File: config.mk
export PLATFORM = sky130hd
export DESIGN_NAME = crc_serial_framer
export DESIGN_NICKNAME = d
export VERILOG_FILES = /design/src/rtl/crc_serial_framer.sv
export SDC_FILE = /design/constraint.sdc
export NUM_CORES = 1
export LEC_CHECK = 0
export BUFFER_PORTS_ARGS = -buffer_cell sky130_fd_sc_hd__buf_2
export CAP_MARGIN = 25
export CORE_MARGIN = 5
export CORE_UTILIZATION = 61
export CTS_CLUSTER_DIAMETER = 80
export CTS_CLUSTER_SIZE = 30
export DETAILED_ROUTE_END_ITERATION = 6
export GPL_TIMING_DRIVEN = 1
export PLACE_DENSITY = 0.81
export SLEW_MARGIN = 20
export SYNTH_ARGS = -nofsm -noshare
export SYNTH_HDL_FRONTEND = slang
export SYNTH_SLANG_ARGS = --single-unit
File: constraint.sdc
create_clock -name clk -period 4.8 [get_ports clk]
set_input_delay 1.44 -clock clk [delete_from_list [all_inputs] [get_ports clk]]
set_output_delay 1.44 -clock clk [all_outputs]
set_load 0.01 [all_outputs]
File: src/rtl/crc_serial_framer.sv
// Bit-serial CRC engine with valid/ready streams: GEN appends the CRC after the message,
// CHECK compares the trailing WIDTH bits of the frame against the CRC of the bits before them.
module crc_serial_framer #(
  parameter int               WIDTH       = 8,
  parameter logic [WIDTH-1:0] POLY        = WIDTH'(8'h07),
  parameter logic [WIDTH-1:0] INIT        = '0,
  parameter logic [WIDTH-1:0] XOR_OUT     = '0,
  parameter bit               REFLECT_OUT = 1'b0
) (
  input  logic             clk,
  input  logic             reset,
  input  logic             mode,
  input  logic             in_valid,
  output logic             in_ready,
  input  logic             in_data,
  input  logic             in_last,
  output logic             out_valid,
  input  logic             out_ready,
  output logic             out_data,
  output logic             out_last,
  output logic [WIDTH-1:0] crc,
  output logic             crc_valid,
  output logic             crc_ok,
  output logic             short_err
);

  localparam int CW = $clog2(WIDTH + 2);
  localparam logic [CW-1:0] CNT_FULL = CW'(WIDTH);
  localparam logic [CW-1:0] CNT_SAT  = CW'(WIDTH + 1);
  localparam logic [CW-1:0] APP_LAST = CW'(WIDTH - 1);

  typedef enum logic [1:0] {
    IDLE   = 2'd0,
    DATA   = 2'd1,
    APPEND = 2'd2
  } state_t;

  state_t           state_reg, state_next;
  logic             mode_reg, mode_next;
  logic [WIDTH-1:0] r_reg, r_next;
  logic [WIDTH-1:0] win_reg, win_next;
  logic [CW-1:0]    cnt_reg, cnt_next;
  logic [WIDTH-1:0] sh_reg, sh_next;
  logic [CW-1:0]    app_cnt_reg, app_cnt_next;
  logic [WIDTH-1:0] crc_reg, crc_next;
  logic             crc_valid_reg, crc_valid_next;
  logic             crc_ok_reg, crc_ok_next;
  logic             short_err_reg, short_err_next;

  logic             mode_eff;
  logic [WIDTH-1:0] r_base, win_base, r_upd, win_upd;
  logic [CW-1:0]    cnt_base, cnt_upd;
  logic             lfsr_bit;
  logic [WIDTH-1:0] fin_xor, fin_rev, fin;
  logic             in_xfer, out_xfer;

  function automatic logic [WIDTH-1:0] lfsr_step(input logic [WIDTH-1:0] r, input logic b);
    logic fb;
    fb = r[WIDTH-1] ^ b;
    return {r[WIDTH-2:0], 1'b0} ^ (fb ? POLY : '0);
  endfunction

  // A frame's first bit sees fresh INIT/empty window state regardless of leftovers.
  always_comb begin
    mode_eff = (state_reg == IDLE) ? mode    : mode_reg;
    r_base   = (state_reg == IDLE) ? INIT    : r_reg;
    win_base = (state_reg == IDLE) ? '0      : win_reg;
    cnt_base = (state_reg == IDLE) ? '0      : cnt_reg;
    lfsr_bit = mode_eff ? win_base[WIDTH-1] : in_data;
    // CHECK only feeds the LFSR with bits leaving a full window, so the CRC field is excluded.
    r_upd    = (!mode_eff || (cnt_base >= CNT_FULL)) ? lfsr_step(r_base, lfsr_bit) : r_base;
    win_upd  = {win_base[WIDTH-2:0], in_data};
    cnt_upd  = (cnt_base == CNT_SAT) ? cnt_base : cnt_base + 1'b1;
  end

  assign fin_xor = r_upd ^ XOR_OUT;

  genvar gi;
  generate
    for (gi = 0; gi < WIDTH; gi++) begin : g_rev
      assign fin_rev[gi] = fin_xor[WIDTH-1-gi];
    end
  endgenerate

  assign fin = REFLECT_OUT ? fin_rev : fin_xor;

  always_comb begin
    in_ready  = 1'b0;
    out_valid = 1'b0;
    out_data  = 1'b0;
    out_last  = 1'b0;
    case (state_reg)
      IDLE, DATA: begin
        out_valid = in_valid;
        out_data  = in_data;
        in_ready  = out_ready;
        out_last  = mode_eff & in_last;
      end
      APPEND: begin
        out_valid = 1'b1;
        out_data  = sh_reg[WIDTH-1];
        out_last  = (app_cnt_reg == APP_LAST);
      end
      default: ;
    endcase
  end

  assign in_xfer  = in_valid & in_ready;
  assign out_xfer = out_valid & out_ready;

  always_comb begin
    state_next     = state_reg;
    mode_next      = mode_reg;
    r_next         = r_reg;
    win_next       = win_reg;
    cnt_next       = cnt_reg;
    sh_next        = sh_reg;
    app_cnt_next   = app_cnt_reg;
    crc_next       = crc_reg;
    crc_valid_next = crc_valid_reg;
    crc_ok_next    = crc_ok_reg;
    short_err_next = short_err_reg;
    case (state_reg)
      IDLE, DATA: begin
        if (in_xfer) begin
          mode_next  = mode_eff;
          r_next     = r_upd;
          win_next   = win_upd;
          cnt_next   = cnt_upd;
          state_next = DATA;
          if (state_reg == IDLE) begin
            crc_valid_next = 1'b0;
            crc_ok_next    = 1'b0;
            short_err_next = 1'b0;
          end
          if (in_last) begin
            if (mode_eff) begin
              crc_next       = fin;
              crc_valid_next = 1'b1;
              crc_ok_next    = (win_upd == fin) && (cnt_upd > CNT_FULL);
              short_err_next = (cnt_upd <= CNT_FULL);
              state_next     = IDLE;
            end else begin
              sh_next      = fin;
              app_cnt_next = '0;
              state_next   = APPEND;
            end
          end
        end
      end
      APPEND: begin
        if (out_xfer) begin
          // Rotate rather than shift: after WIDTH steps sh_reg holds fin again.
          sh_next      = {sh_reg[WIDTH-2:0], sh_reg[WIDTH-1]};
          app_cnt_next = app_cnt_reg + 1'b1;
          if (app_cnt_reg == APP_LAST) begin
            crc_next       = sh_next;
            crc_valid_next = 1'b1;
            state_next     = IDLE;
          end
        end
      end
      default: state_next = IDLE;
    endcase
  end

  always_ff @(posedge clk) begin
    if (!reset) begin
      state_reg     <= IDLE;
      mode_reg      <= 1'b0;
      r_reg         <= INIT;
      win_reg       <= '0;
      cnt_reg       <= '0;
      sh_reg        <= '0;
      app_cnt_reg   <= '0;
      crc_reg       <= '0;
      crc_valid_reg <= 1'b0;
      crc_ok_reg    <= 1'b0;
      short_err_reg <= 1'b0;
    end else begin
      state_reg     <= state_next;
      mode_reg      <= mode_next;
      r_reg         <= r_next;
      win_reg       <= win_next;
      cnt_reg       <= cnt_next;
      sh_reg        <= sh_next;
      app_cnt_reg   <= app_cnt_next;
      crc_reg       <= crc_next;
      crc_valid_reg <= crc_valid_next;
      crc_ok_reg    <= crc_ok_next;
      short_err_reg <= short_err_next;
    end
  end

  assign crc       = crc_reg;
  assign crc_valid = crc_valid_reg;
  assign crc_ok    = crc_ok_reg;
  assign short_err = short_err_reg;

endmodule

==> run_results.csv, run 1 <==
group,metric,value,unit
synth,async_flop_share,0,
grt,antenna_found_initial,0,
grt,first_global_vias,2004,
status,status,"finished clean",
synth,syn_nets,308,
cts,clock_latency,300,ps
route,viasPerCell,5.99,
critical_path,path_depth,6,
pwr,peakVddDrop,213,uV
timing,report.final.slew_viol_count,0,
route,vias,2155,
route,wl,5270,um
critical_path,endpoint,"out_last",
timing,fin_hold_ws,472,ps
timing,setup_tns,0,ps
critical_path,crit_fanout,5,
synth,synth_area_leaders,"dfxtp_1 (38%), nand2_1 (7.6%), o211a_1 (4.9%)",
floorplanning,die_x,73.4,um
timing,fmax,0.259,GHz
floorplanning,ios,22,
cts,htreeDepth,2,
critical_path,r2r_end,"crc_ok",
synth,synthTopCellsByCount,"nand2_1 (50), dfxtp_1 (46), o21ai_0 (18), clkbuf_1 (17), nor2_1 (13)",
floorplanning,start_util,0.622,
pwr,switchingPower,212,uW
critical_path,slowest_stage,"o21ai_0",
grt,gr-total-overflow,0,
critical_path,critPathArrivalTime,2430,ps
grt,grt_max_degree,49,
floorplanning,die-area,0.00539,mm^2
route,drc_errors,0,
grt,grt_pass1_wl,9110,um
critical_path,endpoint_kind,"primary output",
cts,clkTransAtPathRegs,90,ps
finish,fill_cells,351,
pwr,pwr-share-clk,0.361,
timing,fin_crit,3870,ps
route,drt_iter0_markers,171,
placement,finalWeightedCongestion,0.837,
cts,clockBufferDepth,2,
synth,synth_top_area_cell,"dfxtp_1",
pwr,powerDensity,300,mW/mm^2
synth,synth_area_per_cell,8.23,um^2
synth,synthCells,298,
critical_path,cp_slowest_stage_delay,270,ps
critical_path,worst_r2r_path_depth,8,
placement,hpwl,3610,um
synth,yosysTopAreaCellShare,0.375,
critical_path,cpMostUsedCell,"buf_2",
timing,worst_pin_slew,891,ps
synth,ys_warn_count,0,
synth,syn_area,0.00245,mm^2
cts,postCtsSetupRepairBufs,0,
timing,finalSetupViolCount,0,
timing,finClkSkew,7.61,ps
cts,cts_buffers,5,
timing,slew_headroom,0.404,
pwr,intPower,590,uW
finish,syn_to_final_growth,8.87,%
timing,fin_crit_sh,0.806,
critical_path,critical_path.top_delay_family,"compound AO/OA/AOI/OAI gates",
critical_path,critPathKind,"input port to primary output",
route,antenna_left,0,
synth,ys.flop_type,"dfxtp_1",
pwr,p_seq_frac,0.508,
cts,hold_buffers,0,
finish,n_antenna_cell,0,
floorplanning,die_h,73.4,um
placement,io_buffer_count,21,
timing,finalHoldViolCount,0,
synth,synth-edff-count,0,
timing,rsz0062_at_grt,"no",
pwr,p_leak,1.15,nW
route,drt_first_pass_iters,5,
critical_path,startpoint_type,"input port",
floorplanning,fp-row-count,23,
cts,cts_tree,"done",
critical_path,r2r_start,"state_reg[0]",
critical_path,cp_cell_sequence,"buf_2 > nor3b_1 > o21ai_0 > nor2_1 > a41o_1 > buf_2",
finish,final_nets,319,
cts,cts-root-buf,"clkbuf_8",
floorplanning,core,0.00394,mm^2
synth,synth_seq_cells,46,
synth,synth.most_common_cell,"nand2_1",
pwr,combPwrFrac,0.131,
flow_run,drv_cap,0,
hold_path,hold_class,"register to register",
cts,cts_resized,0,
grt,grt_util_all_layers,0.213,
finish,final_util,0.678,
critical_path,path_buf_inv,2,
finish,drive_above_1_share,0.119,
critical_path,worstPathRequired,3360,ps
cts,cts_sinks,46,
route,wire_per_inst,14.6,um
critical_path,r2r_slack,2070,ps
critical_path,startpoint,"mode",
synth,synth-seq-area-share,0.375,
synth,synth_cell_type_count,48,
pwr,swShare,0.264,
==> cell usage in the layout (no fill, tap or decap), drive strengths merged, types with 5 or more instances in the layout <==
| master | Yosys | final |
|---|---|---|
| nand2b | 6 | 6 |
| o211a | 12 | 12 |
| xnor2 | 7 | 7 |
| o21ai | 20 | 20 |
| buf | 3 | 24 |
| dfxtp | 46 | 46 |
| inv | 5 | 6 |
| nor2 | 13 | 13 |
| nor2b | 12 | 12 |
| a22oi | 10 | 10 |
| xor2 | 7 | 7 |
| and2 | 6 | 6 |
| a21boi | 13 | 13 |
| a21oi | 12 | 12 |
| nand2 | 50 | 50 |
| nand3 | 12 | 12 |
| clkbuf | 17 | 5 |
==> routing by layer <==
| layer | part of all wire | global-route usage | vias up |
|---|---|---|---|
| li1 | - | - | 1070 |
| met1 | 0.43 | 0.262 | 1005 |
| met2 | 0.49 | 0.352 | 66 |
| met3 | 0.062 | 0.0520 | 14 |
| met4 | 0.025 | 0.0966 | 0 |
| met5 | 0 | 0 | - |
==> kinds of logic after synthesis <==
family,Yosys count,share of synthesized area
buf+inv,25,0.0423
xor+xnor,15,0.0592
flops,46,0.375
mux,6,0.0260
simple gates,115,0.227
compound gates,88,0.255
fa+ha+maj,3,0.0153
==> how the worst min path moves through the flow <==
stage | startpoint | endpoint | slack (ps) | depth (start not counted)
after floorplan | sh_reg[2] | sh_reg[2] | 440 | 2
after CTS | crc[1] | crc[1] | 480 | 2
after global placement | crc[1] | crc[1] | 460 | 2
after detailed placement | crc[1] | crc[1] | 460 | 2
after global routing | crc[2] | crc[2] | 500 | 2
final | crc[1] | crc[1] | 470 | 2
==> stage by stage <==
stage	setup slack, ps	total power, mW	cells	instance area (um^2)
after floorplan	1270	0.491	298	2450
after global placement	977	0.517	352	2560
after detailed placement	927	0.520	352	2560
after CTS	928	0.809	360	2670
after global routing	813	0.841	360	2670
final	932	0.802	360	2670
==> area by class of cell <==
| class | instances | area [um^2] | share of cell area |
|---|---|---|---|
| clock buffer | 5 | 68.8 | 0.0258 |
| inverter | 5 | 18.8 | 0.00703 |
| multi-input combinational | 227 | 1430 | 0.535 |
| clock inverter | 3 | 43.8 | 0.0164 |
| sequential | 46 | 921 | 0.345 |
| tap | 50 | 62.6 | 0.0234 |
| timing repair buffer | 24 | 128 | 0.0478 |
==> power groups by stage <==
stage	Sequential, mW	Combinational (mW)	Clock [mW]
2_1_floorplan	0.412	0.0790	0
3_3_place_gp	0.415	0.102	0
3_5_place_dp	0.416	0.104	0
4_1_cts	0.407	0.105	0.296
5_1_grt	0.409	0.118	0.314
6_report	0.407	0.105	0.289
==> tightest hold or removal path: cells and delay by family, from the launching register on <==
family | cells | cell delay, ps
compound gates | 1 | 60
flops | 1 | 320
simple gates | 1 | 50
Power figures use the tool's default switching activity.
==> run 2, diff against run 1 <==
--- a/config.mk
+++ b/config.mk
@@ -8,12 +8,12 @@
 export BUFFER_PORTS_ARGS = -buffer_cell sky130_fd_sc_hd__buf_2
 export CAP_MARGIN = 25
 export CORE_MARGIN = 5
-export CORE_UTILIZATION = 61
+export CORE_UTILIZATION = 59
 export CTS_CLUSTER_DIAMETER = 80
 export CTS_CLUSTER_SIZE = 30
 export DETAILED_ROUTE_END_ITERATION = 6
 export GPL_TIMING_DRIVEN = 1
-export PLACE_DENSITY = 0.81
+export PLACE_DENSITY = 0.79
 export SLEW_MARGIN = 20
 export SYNTH_ARGS = -nofsm -noshare
 export SYNTH_HDL_FRONTEND = slang
==> constraint.sdc (replaced) <==
create_clock -name clk -period 3.8 [get_ports clk]
set_input_delay 1.14 -clock clk [delete_from_list [all_inputs] [get_ports clk]]
set_output_delay 1.14 -clock clk [all_outputs]
set_load 0.01 [all_outputs]
==> run_results.csv, run 2 (synthesized netlist as in run 1, its figures left out) <==
group,metric,value,unit
timing,fin_crit,3320,ps
finish,seq_area,921,um^2
critical_path,r2r_start,"state_reg[0]",
floorplanning,fp-row-count,23,
grt,grt_util_all_layers,0.208,
cts,clockBufferDepth,2,
critical_path,critPathKind,"input port to primary output",
cts,cts-root-buf,"clkbuf_8",
critical_path,endpoint_kind,"primary output",
floorplanning,start_util,0.609,
cts,postCtsSetupRepairBufs,0,
floorplanning,core,0.00403,mm^2
route,route.met3.wl,305,um
timing,fin_crit_sh,0.875,
timing,worst_pin_slew,900,ps
grt,antenna_found_initial,0,
placement,hpwl,3640,um
hold_path,whs_endpoint,"crc[1]",
floorplanning,die-area,0.00555,mm^2
pwr,peakVddDrop,234,uV
route,wire_per_inst,14.7,um
grt,grt_max_degree,48,
route,wl_met2,2560,um
critical_path,cpMostUsedCell,"buf_2",
timing,finClkSkew,4.84,ps
finish,syn_to_final_growth,10.8,%
route,top_layer_used,"met4",
critical_path,r2r_slack,1040,ps
critical_path,path_buf_inv,2,
placement,placed_area,0.00258,mm^2
pwr,p_leak,1.17,nW
timing,finalSetupViolCount,0,
cts,cts_sinks,46,
critical_path,critical_path.top_delay_family,"compound AO/OA/AOI/OAI gates",
cts,cts_tree,"done",
critical_path,cp_cell_sequence,"buf_2 > nor3b_1 > o21ai_0 > nor2_1 > a41o_1 > buf_2",
timing,report.final.slew_viol_count,0,
grt,gr-total-overflow,0,
pwr,powerDensity,399,mW/mm^2
finish,stdcell_area,0.00272,mm^2
timing,rsz0062_at_grt,"no",
timing,fin_hold_ws,475,ps
finish,final_common_cell,"nand2_1",
grt,first_global_vias,1996,
finish,drive_above_1_share,0.128,
critical_path,slowest_stage,"o21ai_0",
placement,finalWeightedCongestion,0.864,
route,antenna_left,0,
floorplanning,die_h,74.5,um
cts,cts_resized,0,
timing,fmax,0.301,GHz
critical_path,crit_fanout,5,
cts,clkTransAtPathRegs,80,ps
route,drc_errors,0,
cts,cts_buffers,5,
critical_path,critPathArrivalTime,2180,ps
hold_path,min-delay-start,"crc[1]",
finish,multi_input_area,0.00143,mm^2
finish,fill_cells,358,
critical_path,worstPathRequired,2660,ps
pwr,power,1.08,mW
timing,slew_headroom,0.398,
cts,htreeDepth,2,
finish,final_util,0.675,
finish,final_cell_mix,"nand2_1 (50), dfxtp_1 (46), buf_2 (21)",
grt,grt_pass1_wl,9010,um
route,wl,5320,um
route,vias,2176,
critical_path,startpoint_type,"input port",
placement,io_buffer_count,21,
finish,n_antenna_cell,0,
floorplanning,ios,22,
route,drt_first_pass_iters,4,
route,wl_met1,2370,um
timing,setup_tns,0,ps
timing,finalHoldViolCount,0,
hold_path,hold_class,"register to register",
flow_run,drv_cap,0,
cts,hold_buffers,0,
critical_path,worst_r2r_path_depth,8,
status,status,"finished clean",
hold_path,whs_path_depth,2,
route,drt_iter0_markers,133,
critical_path,cp_slowest_stage_delay,310,ps
finish,final_nets,322,
cts,clock_latency,300,ps
route,viasPerCell,5.99,
floorplanning,die_x,74.5,um
critical_path,r2r_end,"crc_ok",
[run 2: changes by cell type in the layout (fill, tap and decap cells not counted)]
| cell | delta |
|---|---|
| bufinv_16 | +1 |
| inv_6 | -1 |
| buf_4 | +3 |
| clkinv_4 | +1 |
| clkinv_2 | -1 |
[run 2: worst reg2reg max path, stage by stage, from the launching register on]
cell and delay [ps]:
dfxtp_1 780, or2_1 510, nand2_1 150, ha_1 230, a21oi_1 140, nor2_1 60, a211o_1 360, a211o_1 290
o31ai_2 160
[run 2: metal layers]
metal	track usage	vias to the layer above
li1	-	1078
met1	0.268	1032
met2	0.331	56
met3	0.0527	10
met4	0.0870	0
met5	0	-
[run 2: area by class of cell]
cell class | count | area share
sequential | 46 | 0.339
clock inverter | 3 | 0.0253
clock buffer | 5 | 0.0253
timing repair buffer | 27 | 0.0552
inverter | 5 | 0.00690
multi-input combinational | 227 | 0.526
tap | 50 | 0.0230
[run 2: worst max path at each step]
| stage | start | end | slack (ps) | cells after the start |
|---|---|---|---|---|
| final | mode | out_last | 480 | 6 |
| after detailed placement | mode | out_last | 490 | 6 |
| after global placement | mode | out_last | 570 | 6 |
| after CTS | mode | out_last | 490 | 6 |
| after floorplan | mode | out_last | 870 | 4 |
| after global routing | mode | out_last | 380 | 6 |
[run 2: power by group]
group | internal [mW] | total [mW] | switching [mW] | leakage (nW)
Combinational | 0.0524 | 0.136 | 0.0831 | 0.731
Sequential | 0.498 | 0.514 | 0.0160 | 0.373
Clock | 0.263 | 0.434 | 0.171 | 0.0683
Total | 0.814 | 1.08 | 0.270 | 1.17
[run 2: through the flow]
stage,cells,setup WS [ps]
final,363,476
after global routing,363,383
after CTS,363,488
after detailed placement,355,490
after global placement,355,575
after floorplan,298,872
